File: config.mk
export PLATFORM = sky130hd
export DESIGN_NAME = pcpi_result_nibble_tx
export DESIGN_NICKNAME = d
export VERILOG_FILES = /design/src/rtl/pcpi_result_nibble_tx.sv
export SDC_FILE = /design/constraint.sdc
export NUM_CORES = 1
export LEC_CHECK = 0
export ABC_AREA = 1
export BUFFER_PORTS_ARGS = -buffer_cell sky130_fd_sc_hd__buf_2
export CAP_MARGIN = 15
export CORE_ASPECT_RATIO = 1.75
export CORE_MARGIN = 5
export CORE_UTILIZATION = 50
export CTS_CLUSTER_DIAMETER = 80
export DETAILED_ROUTE_END_ITERATION = 10
export PLACE_DENSITY = 0.76
export SETUP_SLACK_MARGIN = 0.5
export SLEW_MARGIN = 20
export SYNTH_ARGS = -nofsm -noshare
export SYNTH_HDL_FRONTEND = slang
export SYNTH_SLANG_ARGS = --single-unit
export TNS_END_PERCENT = 1
File: constraint.sdc
create_clock -name clk -period 1.45 [get_ports clk]
set_input_delay 0.0725 -clock clk [delete_from_list [all_inputs] [get_ports clk]]
set_output_delay 0.0725 -clock clk [all_outputs]
set_load 0.05 [all_outputs]
File: src/rtl/pcpi_result_nibble_tx.sv
// rtl/pcpi_result_nibble_tx.sv - PCPI result word to 4-bit host nibble stream, LS nibble first.
// Optional trailing XOR checksum nibble under `NIBBLE_TX_CHECKSUM_EN.
module pcpi_result_nibble_tx #(
  parameter int NIBBLES = 8
) (
  input  logic                 clk,
  input  logic                 reset,
  input  logic                 pcpi_ready,
  input  logic                 pcpi_wr,
  input  logic [4*NIBBLES-1:0] pcpi_rd,
  input  logic                 host_ack,
  input  logic                 clear_ovf,
  output logic [3:0]           tx_nibble,
  output logic                 tx_valid,
  output logic                 tx_last,
  output logic                 busy,
  output logic                 overflow
);

  localparam int W  = 4 * NIBBLES;
  localparam int CW = $clog2(NIBBLES + 1);

`ifdef NIBBLE_TX_CHECKSUM_EN
  // The checksum rides in the top nibble of the shifter, so it falls out after the data.
  localparam int SW       = W + 4;
  localparam int LAST_CNT = NIBBLES;
`else
  localparam int SW       = W;
  localparam int LAST_CNT = NIBBLES - 1;
`endif

  typedef enum logic [1:0] {
    IDLE,
    SEND,
    GAP
  } state_t;

  state_t          state;
  logic [SW-1:0]   shift;
  logic [CW-1:0]   count;

  logic            capture;
  logic            accept;
  logic            at_last;
  logic            ovf_set;
  logic [SW-1:0]   load_word;

`ifdef NIBBLE_TX_CHECKSUM_EN
  function automatic logic [3:0] nib_xor(input logic [W-1:0] w);
    logic [3:0] x;
    x = '0;
    for (int i = 0; i < NIBBLES; i++) begin
      x = x ^ w[4*i +: 4];
    end
    return x;
  endfunction

  assign load_word = {nib_xor(pcpi_rd), pcpi_rd};
`else
  assign load_word = pcpi_rd;
`endif

  assign capture = pcpi_ready & pcpi_wr;
  assign at_last = (count == CW'(LAST_CNT));
  assign accept  = (state == SEND) & host_ack;
  // A capture that coincides with the final accept chains into the next word.
  assign ovf_set = capture & busy & ~(accept & at_last);

  always_ff @(posedge clk) begin
    if (reset) begin
      state     <= IDLE;
      shift     <= '0;
      count     <= '0;
      tx_nibble <= '0;
      tx_valid  <= 1'b0;
      tx_last   <= 1'b0;
      busy      <= 1'b0;
      overflow  <= 1'b0;
    end else begin
      if (ovf_set) begin
        overflow <= 1'b1;
      end else if (clear_ovf) begin
        overflow <= 1'b0;
      end

      case (state)
        IDLE: begin
          if (capture) begin
            shift     <= load_word;
            count     <= '0;
            state     <= SEND;
            tx_nibble <= pcpi_rd[3:0];
            tx_valid  <= 1'b1;
            tx_last   <= (LAST_CNT == 0);
            busy      <= 1'b1;
          end
        end

        SEND: begin
          if (host_ack) begin
            tx_nibble <= '0;
            tx_valid  <= 1'b0;
            tx_last   <= 1'b0;
            if (!at_last) begin
              shift <= shift >> 4;
              count <= count + CW'(1);
              state <= GAP;
            end else if (capture) begin
              shift <= load_word;
              count <= '0;
              state <= GAP;
            end else begin
              state <= IDLE;
              busy  <= 1'b0;
            end
          end
        end

        GAP: begin
          state     <= SEND;
          tx_nibble <= shift[3:0];
          tx_valid  <= 1'b1;
          tx_last   <= at_last;
        end

        default: begin
          state <= IDLE;
        end
      endcase
    end
  end

endmodule
# Yosys cells after proc, flatten, opt, wreduce, memory -nomap -nowiden
# Index checks and enable logic that the tools add are counted.
[totals] output_inout_bits=8 word_cells=57 register_bits=46
[classes] bitwise_logic=6 muxes=27 n_reduce_logical=8 n_eq_ne=7 add_sub_neg=1
[ops] op="32-bit two-way mux" n=3
[ops] op="32-bit one-hot mux with 2 select lines" n=1
[ops] op="4-bit two-way mux" n=5
[ops] op="4-bit one-hot mux with 3 select lines" n=1
[ops] op="1-bit two-way mux" n=8
[ops] op="2-bit two-way mux" n=4
[ops] op="2-bit inequality test, second input constant" n=4
[ops] op="4-bit one-hot mux with 2 select lines" n=1
[ops] op="1-bit one-hot mux with 3 select lines" n=2
[ops] op="2-bit one-hot mux with 3 select lines" n=1
[ops] op="1-bit bitwise AND" n=5
[ops] op="5-bit AND reduction" n=1
[ops] op="4-bit by 1-bit adder with 4-bit output, second input constant" n=1
[ops] op="4-bit by 3-bit equality test with 1-bit output, second input constant" n=1
[ops] op="2-bit AND reduction" n=2
[ops] op="2-bit nonzero test" n=2
[ops] op="3-bit AND reduction" n=1
[ops] op="3-bit nonzero test" n=1
[ops] op="2-bit by 1-bit equality test with 1-bit output, second input constant" n=1
[ops] op="2-bit equality test, second input constant" n=1
[ops] op="2-bit logical NOT" n=1
[ops] op="1-bit one-hot mux with 2 select lines" n=1
[ops] op="1-bit NOT" n=1

# Logic depth before layout (Yosys ltp)
# Gate-level depths: netlist of the first run.
[depth] word_depth=6 mapped_depth=10 depth_no_buf=9

# Worst setup path before layout of the first run
# No wires, ideal clock.
[synth_path] path_kind="register to register" from="register state[1]" to="register shift[20]" arrival_time_ps=1277 setup_slack_ps=60 stages_incl_launch_ff=10 setup_time_ps=113 cell_sequence="dfxtp_1 > inv_1 > ha_1 > inv_2 > nand2_1 > nand2_1 > buf_2 > o21ai_0 > nor2_1 > nor2_1"
[synth_via] elab_chain_len=3 elab_cells_between_ends=6
[synth_rtl] element="start, declared" line_no="38" text="state_t state;"
[synth_rtl] element="start signal, assigned" line_no="71" text="state <= IDLE;"
[synth_rtl] element="start signal, assigned" line_no="91" text="state <= SEND;"
[synth_rtl] element="start signal, assigned" line_no="107" text="state <= GAP;"
[synth_rtl] element="2-bit by 1-bit equality test with 1-bit output or 2-bit logical NOT (tied branches)" line_no="86" text="case (state)"
[synth_rtl] element="2-bit inequality test (no line) or 2-bit nonzero test (tied branches)"
[synth_rtl] element="2-bit AND reduction (no line)"
[synth_rtl] element="end signal, assigned" line_no="89" text="shift <= load_word;"
[synth_rtl] element="end signal, assigned" line_no="105" text="shift <= shift >> 4;"
[synth_rtl] element="end signal, assigned" line_no="109" text="shift <= load_word;"
[synth_rtl] element="end, declared" line_no="39" text="logic [SW-1:0] shift;"
# Several ways; a longest one is shown, not always the timed one.
# A chain may end at the register's enable or synchronous reset.

# Final worst setup path of the first run
[layout_path] from="register state[1]" to="register shift[6]"
# The elaborated chain is that of the path after synthesis.

==> results of run 1 <==
Yosys cell counts:
cell type,instances,area [um2]
nand3_2,1,10.0
nand4_1,1,6.26
nand3_1,13,65.1
buf_4,2,15.0
a21oi_1,14,70.1
inv_1,46,173
o21ai_1,7,35.0
buf_2,8,40.0
o21ai_0,37,185
nand2_2,1,6.26
nor2_1,115,432
buf_8,1,15.0
buf_6,1,11.3
dfxtp_1,46,921
inv_2,3,11.3
nand2_1,95,357
clkbuf_1,7,26.3
nor2_2,9,56.3
ha_1,6,75.1
report_power, final:
part	leakage, nW	internal [mW]	switching (mW)
combinational	1.19	1.85	2.85
sequential	0.381	1.73	0.190
clock	0.0714	0.735	0.452
routing by layer:
metal | track usage, % | vias up
li1 | - | 1368
met1 | 19.6 | 1201
met5 | 0 | -
met2 | 35.2 | 64
met4 | 7.13 | 0
met3 | 3.79 | 11
final timing paths:
kind                             start                   endpoint  slack [ns]  depth (start not counted)
min                        pcpi_rd[30]     shift[30]$_SDFFE_PP0P_        0.01                          3
min reg2reg  tx_nibble[3]$_SDFFE_PP0P_  tx_nibble[3]$_SDFFE_PP0P_        0.46                          2
max              state[1]$_SDFFE_PP0P_      shift[6]$_SDFFE_PP0P_       -0.02                         10
max reg2reg      state[1]$_SDFFE_PP0P_      shift[6]$_SDFFE_PP0P_       -0.02                         10
final cells by class:
class,instances,area (um2)
inverter,49,194
timing repair buffer,69,537
tap,54,67.6
sequential,46,935
fill,443,1590
clock buffer,6,82.6
clock inverter,2,60.1
multi-input combinational,299,1470
cells by family (layout without fill, tap and decap cells):
group,after synthesis,count (layout),share of synthesized area [%]
buf+inv,68,126,11.6
flops,46,46,36.7
compound gates,58,58,11.6
simple gates,235,235,37.1
fa+ha+maj,6,6,2.99
repair_timing:
item	CTS	global route
gates cloned	0	3
buffers inserted	1	2
gates resized for setup	43	35
pin swaps	13	5
endpoints found under the setup margin	54	54
state kept, by name (all words and copies together), names as in the netlist:
signal and cells:
busy 1, tx_last 1, state 2, shift 32, tx_valid 1, tx_nibble 4, count 4, overflow 1
stage by stage:
| stage | setup TNS (ns) | hold slack, ns | instance area [um2] |
|---|---|---|---|
| 3_3_place_gp | 0 | 0.324 | 2910 |
| 3_5_place_dp | -0.455 | 0.336 | 2910 |
| 4_1_cts | 0 | 0.0126 | 3180 |
| 5_1_grt | -1.89 | 0.0351 | 3350 |
| 6_report | -0.0195 | 0.00976 | 3350 |
| 2_1_floorplan | 0 | 0.236 | 2560 |
critical path, stage by stage, from the launching register on:
cell	delay, ns
dfxtp_2	0.36
inv_2	0.06
ha_4	0.20
inv_4	0.08
nand2_4	0.06
o21ai_4	0.15
nand2_4	0.11
clkbuf_16	0.18
nand2_1	0.06
nand2_1	0.05
nor2_1	0.09
==> results by group, run 1 <==
Logic synthesis
  – Mapped cell area: 0.00251 mm2
  – Syn_nets: 457
  – Seq cells post-synth: 46
  – Ys Warns: 0
  – Syn_area_per_cell: 6.08 um2
  – Post-synthesis cell count: 413
  – Synth unique cells: 19
  – Seq/Total Area, Yosys: 36.7%

Drt
  – Vias post-DR: 2644
  – DRT iter0 DRCs: 84
  – WL met3: 301 um
  – DRT antenna net count: 0
  – Detailed-routing wirelength on met1: 2460 um
  – Max Used Layer: met4
  – WL/cell: 12.7 um
  – Drt drc: 0
  – Vias/cell: 5.04
  – Final WL: 6660 um
  – Total iterations of the first detailed-routing run: 5
  – Met2 Wirelength: 3770 um

Global route
  – Total gr overflow: 0
  – Global-route wire length before repair: 10300 um
  – GRT Overall Usage: 18.7%
  – Largest net degree at the start of global routing: 31
  – Initial antenna violation count: 0
  – Vias in the first global route: 2425

Die
  – Die width: 63.6 um
  – Die Y: 104 um
  – FP Rows: 34
  – Starting density of the core: 50.9%
  – Die area: 0.00659 mm2
  – Core area: 0.00493 mm2
  – # IOs: 46

STA
  – Worst slew pin tran: 0.439 ns
  – Setup ws final: -0.0195 ns
  – Fmax: 680 MHz
  – Final setup vio count: 1
  – Setup Skew: 0.00755 ns
  – RSZ-0062 raised after global routing: true
  – Min Tclk post-route: 1.47 ns
  – Final Cycle Share: 101%
  – Final Hold Viols: 0
  – Relative slew slack: 70.6%
  – Final Max Tran Viols: 0

Placed design
  – RePlAce Congestion: 0.796
  – Pre-CTS setup slack: -0.0314 ns
  – Placed Instances: 511
  – Post-DP HPWL: 4300 um
  – Input/output buffers: 45

Clock network
  – CTS root buf: clkbuf_8
  – CTS tree: yes
  – Hold_buf cts: 0
  – Clk slew on worst S/H paths: 0.09 ns
  – Clk_lat worst skew: 0.30 ns
  – Max clock buf depth: 2
  – Depth of the CTS H-tree: 2
  – Clock Sinks: 46
  – Total CTS buffers: 5

Cells and area
  – Final Non-Filler Cells: 525
  – NumNets Final: 514
  – Antenna cells: 0
  – Fin util: 67.8%
  – Area Growth Syn to Fin: 33.4%
  – Commonest cells after routing, fill and taps aside: 111 x nor2_1, 76 x nand2_1, 43 x inv_1, 39 x dfxtp_1, 37 x buf_2
  – Commonest non-fill, non-tap cell in the layout: nor2_1
  – Layout cells sized above 1: 28.2%

Setup path
  – Startpoint Class: flop
  – Critical path type: reg2reg
  – Required time of the critical path: 1.70 ns
  – Max FO, Critical Path: 8
  – Critical path endpoint category: flop
  – Crit path DAT: 1.72 ns

Power
  – Pwr Total: 7.80 mW
  – Lkg Pwr: 1.64 nW
  – PwrDens: 2330 mW/mm2
  – Maximum vdd drop: 1.78 mV

Flow run
  – Maxcap violations: 0

Outcome
  – Violated checks: negative setup slack
  – Status: finished, violations left

Worst hold path
  – Min-delay worst type: in2reg
Power figures use the tool's default switching activity.
==> run 2: changes to the inputs <==
CORE_UTILIZATION = 55   (was 50)
GPL_TIMING_DRIVEN = 0   (was unset)
PLACE_DENSITY = 0.79   (was 0.76)
clock period = 1.6 ns   (was 1.45 ns; I/O delays follow)
==> run 2 against run 1 <==
  * The run now ends clean
  * Utilization up 6.6 points
  * Critical path depth did not move
  * Maximum frequency is 6.6% lower
  * Worst setup slack better by 0.047 ns
  * First-iteration DRC count is 87% higher
  * Register-to-register slack gained 0.05 ns
  * Count of clock-buffer cells in the layout shrank 1
  * Sequential power decreased by 10%
  * Routed wire length increased by 3.7%
  * Combinational power is 8.7% lower
  * Clock skew rose by 0.00058 ns
  * Critical path type unchanged
  * Highest routed layer unchanged
==> results by group, run 2 (synthesis results as in run 1) <==
Outcome
  – Status: complete, no violations

STA
  – Worst hold slack: 0.0183 ns (+0.00859 ns)
  – Final Cycle Share: 98.3% (-3.1 points)
  – Final Max Tran Viols: 0 (unchanged)
  – Final setup vio count: 0 (-1)
  – Min Tclk post-route: 1.57 ns (+0.103 ns)
  – Final Hold Viols: 0 (unchanged)
  – Fmax: 636 MHz (-6.6%)
  – Setup Skew: 0.00813 ns (+0.000582 ns)
  – Worst slew pin tran: 0.539 ns (+0.0995 ns)
  – Setup tns final: 0 ns (+0.0195 ns)
  – Setup ws final: 0.0274 ns (+0.0469 ns)
  – Relative slew slack: 64.1% (-6.6 points)
  – RSZ-0062 raised after global routing: true

Clock network
  – Depth of the CTS H-tree: 2 (unchanged)
  – Max clock buf depth: 2 (unchanged)
  – Clk_lat worst skew: 0.31 ns (about the same)
  – CTS root buf: clkbuf_8
  – Clk slew on worst S/H paths: 0.09 ns (about the same)
  – Total CTS buffers: 5 (unchanged)
  – CTS tree: yes
  – Clock Sinks: 46 (unchanged)
  – Hold_buf cts: 0 (unchanged)

Placed design
  – Placed standard-cell area: 0.00284 mm2 (-2.4%)
  – Placed Instances: 508 (-0.59%)
  – Pre-CTS setup slack: 0.102 ns (+0.133 ns)
  – RePlAce Congestion: 0.816 (+2.6%)
  – Input/output buffers: 44 (-2.2%)
  – Post-DP HPWL: 4310 um (+0.18%)

Drt
  – Final WL: 6900 um (+3.7%)
  – DRT antenna net count: 0 (unchanged)
  – Total iterations of the first detailed-routing run: 5 (unchanged)
  – Vias post-DR: 2724 (+3.0%)
  – DRT iter0 DRCs: 157 (+87%)
  – Drt drc: 0 (unchanged)
  – Vias/cell: 5.12 (+1.7%)
  – WL/cell: 13.0 um (+2.3%)

Setup path
  – FF-to-FF path depth: 10 (unchanged)
  – Critical path endpoint category: flop
  – Crit path DAT: 1.80 ns (+0.08 ns)
  – Critical path type: reg2reg
  – Required time of the critical path: 1.83 ns (+0.13 ns)
  – Startpoint Class: flop
  – Max FO, Critical Path: 9 (+1)

Die
  – # IOs: 46 (unchanged)
  – Die Y: 99.4 um (-4.2%)
  – Core area: 0.00440 mm2 (-11%)
  – FP Rows: 32 (-5.9%)
  – Die area: 0.00607 mm2 (-8.0%)
  – Starting density of the core: 57.0% (+6.1 points)
  – Die width: 61.1 um (-3.9%)

Power
  – PwrDens: 2100 mW/mm2 (-9.9%)
  – Pwr Total: 6.89 mW (-12%)
  – Lkg Pwr: 1.62 nW (-1.4%)
  – Maximum vdd drop: 1.44 mV (-19%)

Cells and area
  – Commonest cells after routing, fill and taps aside: 111 x nor2_1, 81 x nand2_1, 48 x buf_2, 43 x inv_1, 41 x dfxtp_1
  – Biggest register: shift
  – Fill cells: 375 (-15%)
  – Area Growth Syn to Fin: 30.7%
  – Top Registers: shift (32), count (4), tx_nibble (4)
  – Commonest non-fill, non-tap cell in the layout: nor2_1
  – Final Non-Filler Cells: 532 (+1.3%)
  – Antenna cells: 0 (unchanged)
  – Design area: 0.00328 mm2 (-2.1%)
  – Layout cells sized above 1: 26.4% (-1.8 points)
  – NumNets Final: 524 (+1.9%)
  – Fin util: 74.5% (+6.6 points)
  – Max FFs per register: 32 (unchanged)

Worst hold path
  – WHS Path Cells: 4 (+1)
  – Min-delay worst type: in2reg

Flow run
  – Maxcap violations: 0 (unchanged)

Global route
  – GRT Overall Usage: 23.1% (+4.4 points)
  – Initial antenna violation count: 0 (unchanged)
  – Vias in the first global route: 2468 (+1.8%)
  – Total gr overflow: 0 (unchanged)
  – Global-route wire length before repair: 11000 um (+6.5%)
  – Largest net degree at the start of global routing: 15 (-52%)
run 2: area by class of cell:
type                            count  area [um2]  area share, %
Timing Repair Buffer               60         395           12.1
Buffer                             19         155           4.73
Tap cell                           51        63.8           1.95
Clock buffer                        5        68.8           2.10
Multi-Input combinational cell    299        1430           43.7
Clock inverter                      3        40.0           1.22
Inverter                           49         189           5.76
Sequential cell                    46         935           28.5
run 2: worst paths after layout:
kind / start / end / slack, ns
max: state[1]$_SDFFE_PP0P_ / shift[7]$_SDFFE_PP0P_ / 0.03
min: clear_ovf / overflow$_SDFFE_PP0P_ / 0.02
max reg2reg: state[1]$_SDFFE_PP0P_ / shift[7]$_SDFFE_PP0P_ / 0.03
min reg2reg: tx_nibble[2]$_SDFFE_PP0P_ / tx_nibble[2]$_SDFFE_PP0P_ / 0.46
run 2: worst max-delay path: stages (launching register included):
cell and delay (ns):
dfxtp_2 0.36, inv_4 0.05, ha_4 0.19, buf_6 0.13, nand2_4 0.09, inv_2 0.06, buf_8 0.13, buf_8 0.14
nor2_1 0.13, nor2_1 0.08, nor2_1 0.14
run 2: where the power goes:
part	total, mW	switching [mW]	internal [mW]
clock network	0.874	0.413	0.460
logic	4.29	2.57	1.72
registers	1.72	0.163	1.56
run 2: repair_timing:
| action | CTS | global route |
|---|---|---|
| pin swaps | 12 | 10 |
| gates cloned | 3 | 1 |
| endpoints found under the hold margin | 0 | 0 |
| setup buffers | 9 | 3 |
| endpoints found under the setup margin | 46 | 46 |
| resized for setup | 34 | 18 |
run 2: routing by layer:
metal | wire length (um) | share of wire, % | GRT usage (%) | up-vias
li1 | - | - | - | 1386
met1 | 2510 | 36 | 25.7 | 1213
met2 | 3770 | 55 | 41.4 | 101
met3 | 388 | 5.6 | 3.90 | 24
met4 | 231 | 3.3 | 9.35 | 0
met5 | 0 | 0 | 0 | -
